File: src/rtl/imem_arbiter.sv
// Two-requester instruction-memory arbiter (fetch vs. loader) with one-cycle response path.
// Define IMEM_ARB_ROUND_ROBIN_EN for alternating contention grants; default is fixed priority with a starvation guard.
module imem_arbiter #(
  parameter int ADDR_W     = 32,
  parameter int DEPTH      = 1024,
  parameter int STARVE_MAX = 4
) (
  input  logic                                     clk,
  input  logic                                     rst_n,
  input  logic                                     f_valid,
  output logic                                     f_ready,
  input  logic [ADDR_W-1:0]                        f_addr,
  output logic                                     f_rvalid,
  output logic [31:0]                              f_rdata,
  output logic                                     f_err,
  input  logic                                     l_valid,
  output logic                                     l_ready,
  input  logic                                     l_we,
  input  logic [ADDR_W-1:0]                        l_addr,
  input  logic [31:0]                              l_wdata,
  output logic                                     l_rvalid,
  output logic [31:0]                              l_rdata,
  output logic                                     l_err,
  output logic                                     m_en,
  output logic                                     m_we,
  output logic [((DEPTH > 1) ? $clog2(DEPTH) : 1)-1:0] m_idx,
  output logic [31:0]                              m_wdata,
  input  logic [31:0]                              m_rdata
);

  localparam int IDX_W = (DEPTH > 1) ? $clog2(DEPTH) : 1;

  typedef enum logic [1:0] {IDLE, RESP_F, RESP_L} state_t;

  state_t            state_reg, state_next;
  logic              err_reg, err_next;
  logic              data_reg, data_next;
  logic              fetch_wins;
  logic              f_xfer, l_xfer, any_xfer;
  logic [ADDR_W-1:0] sel_addr;
  logic              sel_bad;

`ifdef IMEM_ARB_ROUND_ROBIN_EN
  // Points at the requester that wins the next contended cycle.
  logic rr_fetch_reg, rr_fetch_next;

  assign fetch_wins = rr_fetch_reg;

  always_comb begin
    rr_fetch_next = rr_fetch_reg;
    if (f_valid && l_valid)
      rr_fetch_next = ~f_xfer;
  end

  always_ff @(posedge clk) begin
    if (!rst_n) rr_fetch_reg <= 1'b1;
    else        rr_fetch_reg <= rr_fetch_next;
  end
`else
  localparam int CNT_W = $clog2(STARVE_MAX + 2);

  logic [CNT_W-1:0] starve_reg, starve_next;

  assign fetch_wins = (starve_reg == CNT_W'(STARVE_MAX));

  always_comb begin
    starve_next = starve_reg;
    if (!f_valid || f_xfer)
      starve_next = '0;
    else if (l_xfer && (starve_reg != CNT_W'(STARVE_MAX)))
      starve_next = starve_reg + CNT_W'(1);
  end

  always_ff @(posedge clk) begin
    if (!rst_n) starve_reg <= '0;
    else        starve_reg <= starve_next;
  end
`endif

  assign f_ready  = rst_n & f_valid & (~l_valid | fetch_wins);
  assign l_ready  = rst_n & l_valid & ~f_ready;
  assign f_xfer   = f_valid & f_ready;
  assign l_xfer   = l_valid & l_ready;
  assign any_xfer = f_xfer | l_xfer;

  // Misaligned or out-of-range requests complete with an error and never touch memory.
  assign sel_addr = f_xfer ? f_addr : l_addr;
  assign sel_bad  = (sel_addr[1:0] != 2'b00) ||
                    ({2'b00, sel_addr[ADDR_W-1:2]} >= ADDR_W'(DEPTH));

  assign m_en    = any_xfer & ~sel_bad;
  assign m_we    = m_en & l_xfer & l_we;
  assign m_idx   = sel_addr[IDX_W+1:2];
  assign m_wdata = l_wdata;

  always_comb begin
    state_next = IDLE;
    err_next   = any_xfer & sel_bad;
    data_next  = m_en & ~m_we;
    if (f_xfer)      state_next = RESP_F;
    else if (l_xfer) state_next = RESP_L;
  end

  always_ff @(posedge clk) begin
    if (!rst_n) begin
      state_reg <= IDLE;
      err_reg   <= 1'b0;
      data_reg  <= 1'b0;
    end else begin
      state_reg <= state_next;
      err_reg   <= err_next;
      data_reg  <= data_next;
    end
  end

  // Responses are masked while reset is asserted so a pending one is dropped at once.
  assign f_rvalid = rst_n & (state_reg == RESP_F);
  assign l_rvalid = rst_n & (state_reg == RESP_L);
  assign f_err    = f_rvalid & err_reg;
  assign l_err    = l_rvalid & err_reg;
  assign f_rdata  = (f_rvalid & data_reg) ? m_rdata : 32'h0;
  assign l_rdata  = (l_rvalid & data_reg) ? m_rdata : 32'h0;

endmodule

File: config.mk
export PLATFORM = sky130hd
export DESIGN_NAME = imem_arbiter
export DESIGN_NICKNAME = d
export VERILOG_FILES = /design/src/rtl/imem_arbiter.sv
export SDC_FILE = /design/constraint.sdc
export NUM_CORES = 1
export LEC_CHECK = 0
export ABC_AREA = 1
export BUFFER_PORTS_ARGS = -buffer_cell sky130_fd_sc_hd__buf_2
export CORE_AREA = 2 2 96 98
export CTS_CLUSTER_SIZE = 8
export DETAILED_ROUTE_END_ITERATION = 10
export DIE_AREA = 0 0 98 100
export GPL_TIMING_DRIVEN = 0
export RECOVER_POWER = 50
export SYNTH_ARGS = -nofsm -noshare
export SYNTH_HDL_FRONTEND = slang
export SYNTH_SLANG_ARGS = --single-unit
File: constraint.sdc
create_clock -name clk -period 2.2 [get_ports clk]
set_clock_uncertainty 0.05 [all_clocks]
set_input_delay 0 -clock clk [delete_from_list [all_inputs] [get_ports clk]]
set_output_delay 0 -clock clk [all_outputs]
set_load 0.005 [all_outputs]
**Yosys cells after proc, flatten, opt, wreduce, memory -nomap -nowiden**

Index checks and enable logic that the tools add are counted.

- Logic and storage cells: 47
- Output and inout port bits: 114
- Input bits: 133
- Bits in registers: 7

- Add/subtract/negate cells: 1
- Bitwise operators: 24
- Magnitude comparators: 1
- Mux-type cells: 5
- Reductions and logical operators: 7
- Equal/unequal tests: 4

Operators by type and width:

| cell | count |
|---|---|
| $mux 32 | 3 |
| $ge 30x11->1 const B | 1 |
| $and 1x1->1 | 17 |
| $not 1->1 | 5 |
| $reduce_or 2->1 | 2 |
| $add 3x1->3 const B | 1 |
| $eq 3x3->1 const B | 1 |
| $ne 3x3->1 const B | 1 |
| $eq 2x1->1 const B | 1 |
| $eq 2x2->1 const B | 1 |
| $logic_or 1x1->1 | 2 |
| $mux 2 | 1 |
| $or 1x1->1 | 2 |
| $reduce_bool 2->1 | 1 |
| $logic_and 1x1->1 | 1 |
| $logic_not 1->1 | 1 |
| $mux 1 | 1 |

**Depth between registers and ports, before layout**

- Depth after elaboration: 13
- Mapped depth: 10
- Mapped depth without buffers: 10

**Worst setup path before layout**

No wires, ideal clock.

- Path type: register to register
- Start: register starve_reg[0]
- End: register data_reg
- Arrival time: 1.199 ns
- Slack: 0.841 ns
- Period minus slack after synthesis: 1.359 ns
- Setup time: 0.110 ns
- Stages on the path, launching flop included: 11
- Buffers on the path: 0
- Required time: 2.040 ns
- Cells stage by stage: dfxtp_1 > inv_1 > ha_1 > nand2_1 > nand2_1 > inv_1 > nor2_4 > nor2_1 > nand2_1 > nand2_1 > nor2_2

- Elaborated cells between the ends (all ways): 18
- Classes of those cells: order compare (1); eq/ne (1); mux (1); bitwise (13); reduce/logical (2)

RTL lines:

| what | line | RTL |
|---|---|---|
| start, declared | 62 | `logic [CNT_W-1:0] starve_reg, starve_next;` |
| start signal, assigned | 76 | `else starve_reg <= starve_next;` |
| $eq 3x3->1 * | 64 | `assign fetch_wins = (starve_reg == CNT_W'(STARVE_MAX));` |
| $or 1x1->1 * | 80 | `assign f_ready = rst_n & f_valid & (~l_valid \| fetch_wins);` |
| $and 1x1->1 * | 80 |  |
| $not 1->1 * | 81 | `assign l_ready = rst_n & l_valid & ~f_ready;` |
| $and 1x1->1 * | 81 |  |
| via l_ready | 17 | `output logic l_ready,` |
| $and 1x1->1 * | 83 | `assign l_xfer = l_valid & l_ready;` |
| $or 1x1->1 | 84 | `assign any_xfer = f_xfer \| l_xfer;` |
| $and 1x1->1 | 91 | `assign m_en = any_xfer & ~sel_bad;` |
| $and 1x1->1 (2 in series) | 92 | `assign m_we = m_en & l_xfer & l_we;` |
| $not 1->1 | 99 | `data_next = m_en & ~m_we;` |
| $and 1x1->1 * | 99 |  |
| end signal, assigned | 112 | `data_reg <= data_next;` |
| end, declared | 37 | `logic data_reg, data_next;` |

Mark *: on every way through the listed nets, which the timed path passes. The rest lies on a longest branch.
A chain may end at the register's enable or synchronous reset.

**Worst setup path in the final report**

- Start: register state_reg[1]
- End: output l_rdata[20]

- Cells in the longest elaborated chain, start to end: 4

Ends and longest elaborated chain:

| what | line | RTL |
|---|---|---|
| start, declared | 35 | `state_t state_reg, state_next;` |
| start signal, assigned | 110 | `state_reg <= state_next;` |
| $eq 2x2->1 | 118 | `assign l_rvalid = rst_n & (state_reg == RESP_L);` |
| $and 1x1->1 | 118 |  |
| $and 1x1->1 | 122 | `assign l_rdata = (l_rvalid & data_reg) ? m_rdata : 32'h0;` |
| $mux 32 | 122 |  |
| end, declared | 22 | `output logic [31:0] l_rdata,` |

Every way passes these cells.

==> results_dict.tcl <==
set metrics [dict create \
    result_of_the_run "finished, final reports clean" \
    crit_arrival_ns 1.72 \
    gp_congestion 0.681 \
    total_cell_area_at_the_placement_stage_mm2 0.00253 \
    reported_leakage_power_uw 0.00176 \
    setup_viol_count_final 0 \
    path_class "reg2out" \
    fin_area_mm2 0.00252 \
    largest_register_ff_count 3 \
    worst_r2r_startpoint "starve_reg[0]" \
    antenna-diode-count 0 \
    synthDistinctLibCells 23 \
    timing_max_transition_violations_final 0 \
    die-width_um 98 \
    finalWorstSetupSlack_ns 0.429 \
    routed-via-count 2142 \
    vertical_die_dimension_um 100 \
    timing.max_cap.violations 0 \
    synthTopCellsByArea "nor2_1 27%, buf_4 19%, nand2_1 14%" \
    cp-startpoint "state_reg[1]" \
    fin_worst_hold_slack_ns 0.00886 \
    vdd_drop_max_mv 0.138 \
    ys_ff_latch 7 \
    place_ws_ns 0.695 \
    clock-root-buffer "clkbuf_8" \
    most-common-layout-cells "195 x buf_2, 94 x nor2_1, 48 x nand2_1, 45 x inv_1, 23 x clkbuf_4" \
    initial_core_util 0.148 \
    dieArea_mm2 0.00980 \
    tritoncts_clock_tree "built" \
    grt_start_max_net_pins 11 \
    timing.critical_path.fanout_max 10 \
    final_period_minus_worst_setup_slack_ns 1.77 \
    grt_antenna_before_repair 0 \
    ctsLongestPathBuffers 2 \
    portBuffers 214 \
    route.detailed.drc 0 \
    io_pins 247 \
    synthesis.instances 257 \
    finalHoldViolations 0 \
    number_of_global_route_vias_before_repair 1868 \
    antenna_violating_nets_post_route 0 \
    std_cell_rows 35 \
    clock_insertion_delay_worst_skew_ns 0.22 \
    cp_data_required_time_ns 2.15 \
    maxSlewHeadroom 0.687 \
    synth_largest_area_cell "nor2_1" \
    post_synth_instance_area_mm2 0.00132 \
    layout_worst_path_cycle_share 0.805 \
    drive_above_1_share 0.524 \
    setup_tns_ns 0 \
    worstReg2RegEnd "data_reg" \
    route.detailed.vias_per_inst 3.66 \
    synth_largest_type_area_fraction 0.268 \
    numClockSinks 7 \
    cts_resized 0 \
    track_usage 0.0982 \
    wire_length_of_the_first_global_routing_pass_um 8020 \
    core_region_area_mm2 0.00889 \
    detailed_place_hpwl_um 4920 \
    cts.hold.buffers_added 0 \
    route.final.wire_length_um 5370 \
    power_uw 564 \
    hold_path_class "in2reg" \
    startpoint_type "flip-flop" \
    drt_first_pass_iters 5 \
    postCtsSetupBuffers 0 \
    synth_sequential_area_ratio 0.106 \
    h-tree-depth 1 \
    final_net_count 611 \
    grt_setup_unrepaired "no" \
    yosys_warnings 0 \
    final_common_cell "buf_2" \
    worst_r2r_path_depth 10 \
    tritoncts.num_buffers 3 \
    worstSetupEndpointType "primary output" \
    register_clock_pin_slew_on_the_reported_worst_setup_and_hold_paths_ns 0.04 \
    grt_overflow 0 \
    maxClockFrequency_mhz 565 \
    timing.critical_path.to "l_rdata[20]" \
    postSynthAreaPerCell_um2 5.13 \
    layout-area-overhead-vs-synth_pct 91.2 \
    post_drt_wl_per_cell_um 9.16 \
    drt_iter0_markers 31 \
    power-per-cell-area_mw_per_mm2 224 \
    postSynthNetCount 392 \
    worst_tran_pin_value_ns 0.466 \
    setup.reg_to_reg.worst_slack_ns 0.74 \
]
[synth_stat cells]
| cell | number |
|---|---|
| buf_2 | 4 |
| nand2_4 | 1 |
| nand4_1 | 1 |
| dfxtp_1 | 7 |
| nor2_1 | 94 |
| nor2_4 | 1 |
| xnor2_1 | 1 |
| nand4_2 | 1 |
| inv_1 | 44 |
| nand2_2 | 3 |
| or2_2 | 1 |
| nand3_1 | 1 |
| inv_2 | 3 |
| a21oi_1 | 3 |
| and2_1 | 1 |
| nor3_1 | 1 |
| nor3_4 | 1 |
| nand2_1 | 48 |
| buf_4 | 33 |
| nor4_1 | 1 |
| nor2_2 | 2 |
| buf_6 | 3 |
| ha_1 | 2 |
[report_power, final]
| group | internal (µW) | switching, µW | leakage (µW) |
|---|---|---|---|
| Sequential | 132 | 1.93 | 0.0000573 |
| Combinational | 147 | 105 | 0.00168 |
| Clock | 125 | 53.4 | 0.0000228 |
| Total | 404 | 160 | 0.00176 |
[cell families after synthesis]
logic type | count (synthesis) | share of synthesized area
compound gates | 3 | 0.0114
flops | 7 | 0.106
fa+ha+maj | 2 | 0.0190
simple gates | 157 | 0.494
xor+xnor | 1 | 0.00665
buf+inv | 87 | 0.363
[critical path, stage by stage, from the launching register on]
cell      delay (ns)
dfxtp_1         0.30
inv_1           0.06
nor3_1          0.41
nand2_2         0.17
clkbuf_1        0.26
nor2_1          0.16
buf_2           0.13
[metrics by stage]
| stage | cells | util |
|---|---|---|
| 2_1_floorplan | 257 | - |
| 3_3_place_gp | 582 | 0.284 |
| 3_5_place_dp | 582 | 0.284 |
| 4_1_cts | 586 | 0.289 |
| 5_1_grt | 586 | 0.283 |
| 6_report | 586 | 0.283 |
[per-layer routing]
metal	track usage	vias to the layer above	share of wire
li1	-	1132	-
met1	0.110	860	0.38
met2	0.189	146	0.50
met3	0.0153	4	0.11
met4	0.0321	0	0.012
met5	0	-	0
[layout make-up]
cell class | count | area [µm²]
Sequential cell | 7 | 140
Buffer | 40 | 279
Fill cell | 1038 | 6370
Clock buffer | 4 | 45.0
Multi-Input combinational cell | 163 | 688
Timing Repair Buffer | 214 | 1050
Tap cell | 111 | 139
Inverter | 47 | 176
[worst min-delay path by stage]
| stage | cells past startpoint | end | slack, ns | from |
|---|---|---|---|---|
| 2_1_floorplan | 1 | m_wdata[0] | 0.03 | l_wdata[0] |
| 3_3_place_gp | 2 | m_wdata[11] | 0.12 | l_wdata[11] |
| 3_5_place_dp | 2 | m_wdata[22] | 0.12 | l_wdata[22] |
| 4_1_cts | 4 | data_reg | 0.008 | l_we |
| 5_1_grt | 4 | data_reg | 0.04 | l_we |
| 6_report | 4 | data_reg | 0.009 | l_we |
Power figures use the tool's default switching activity.
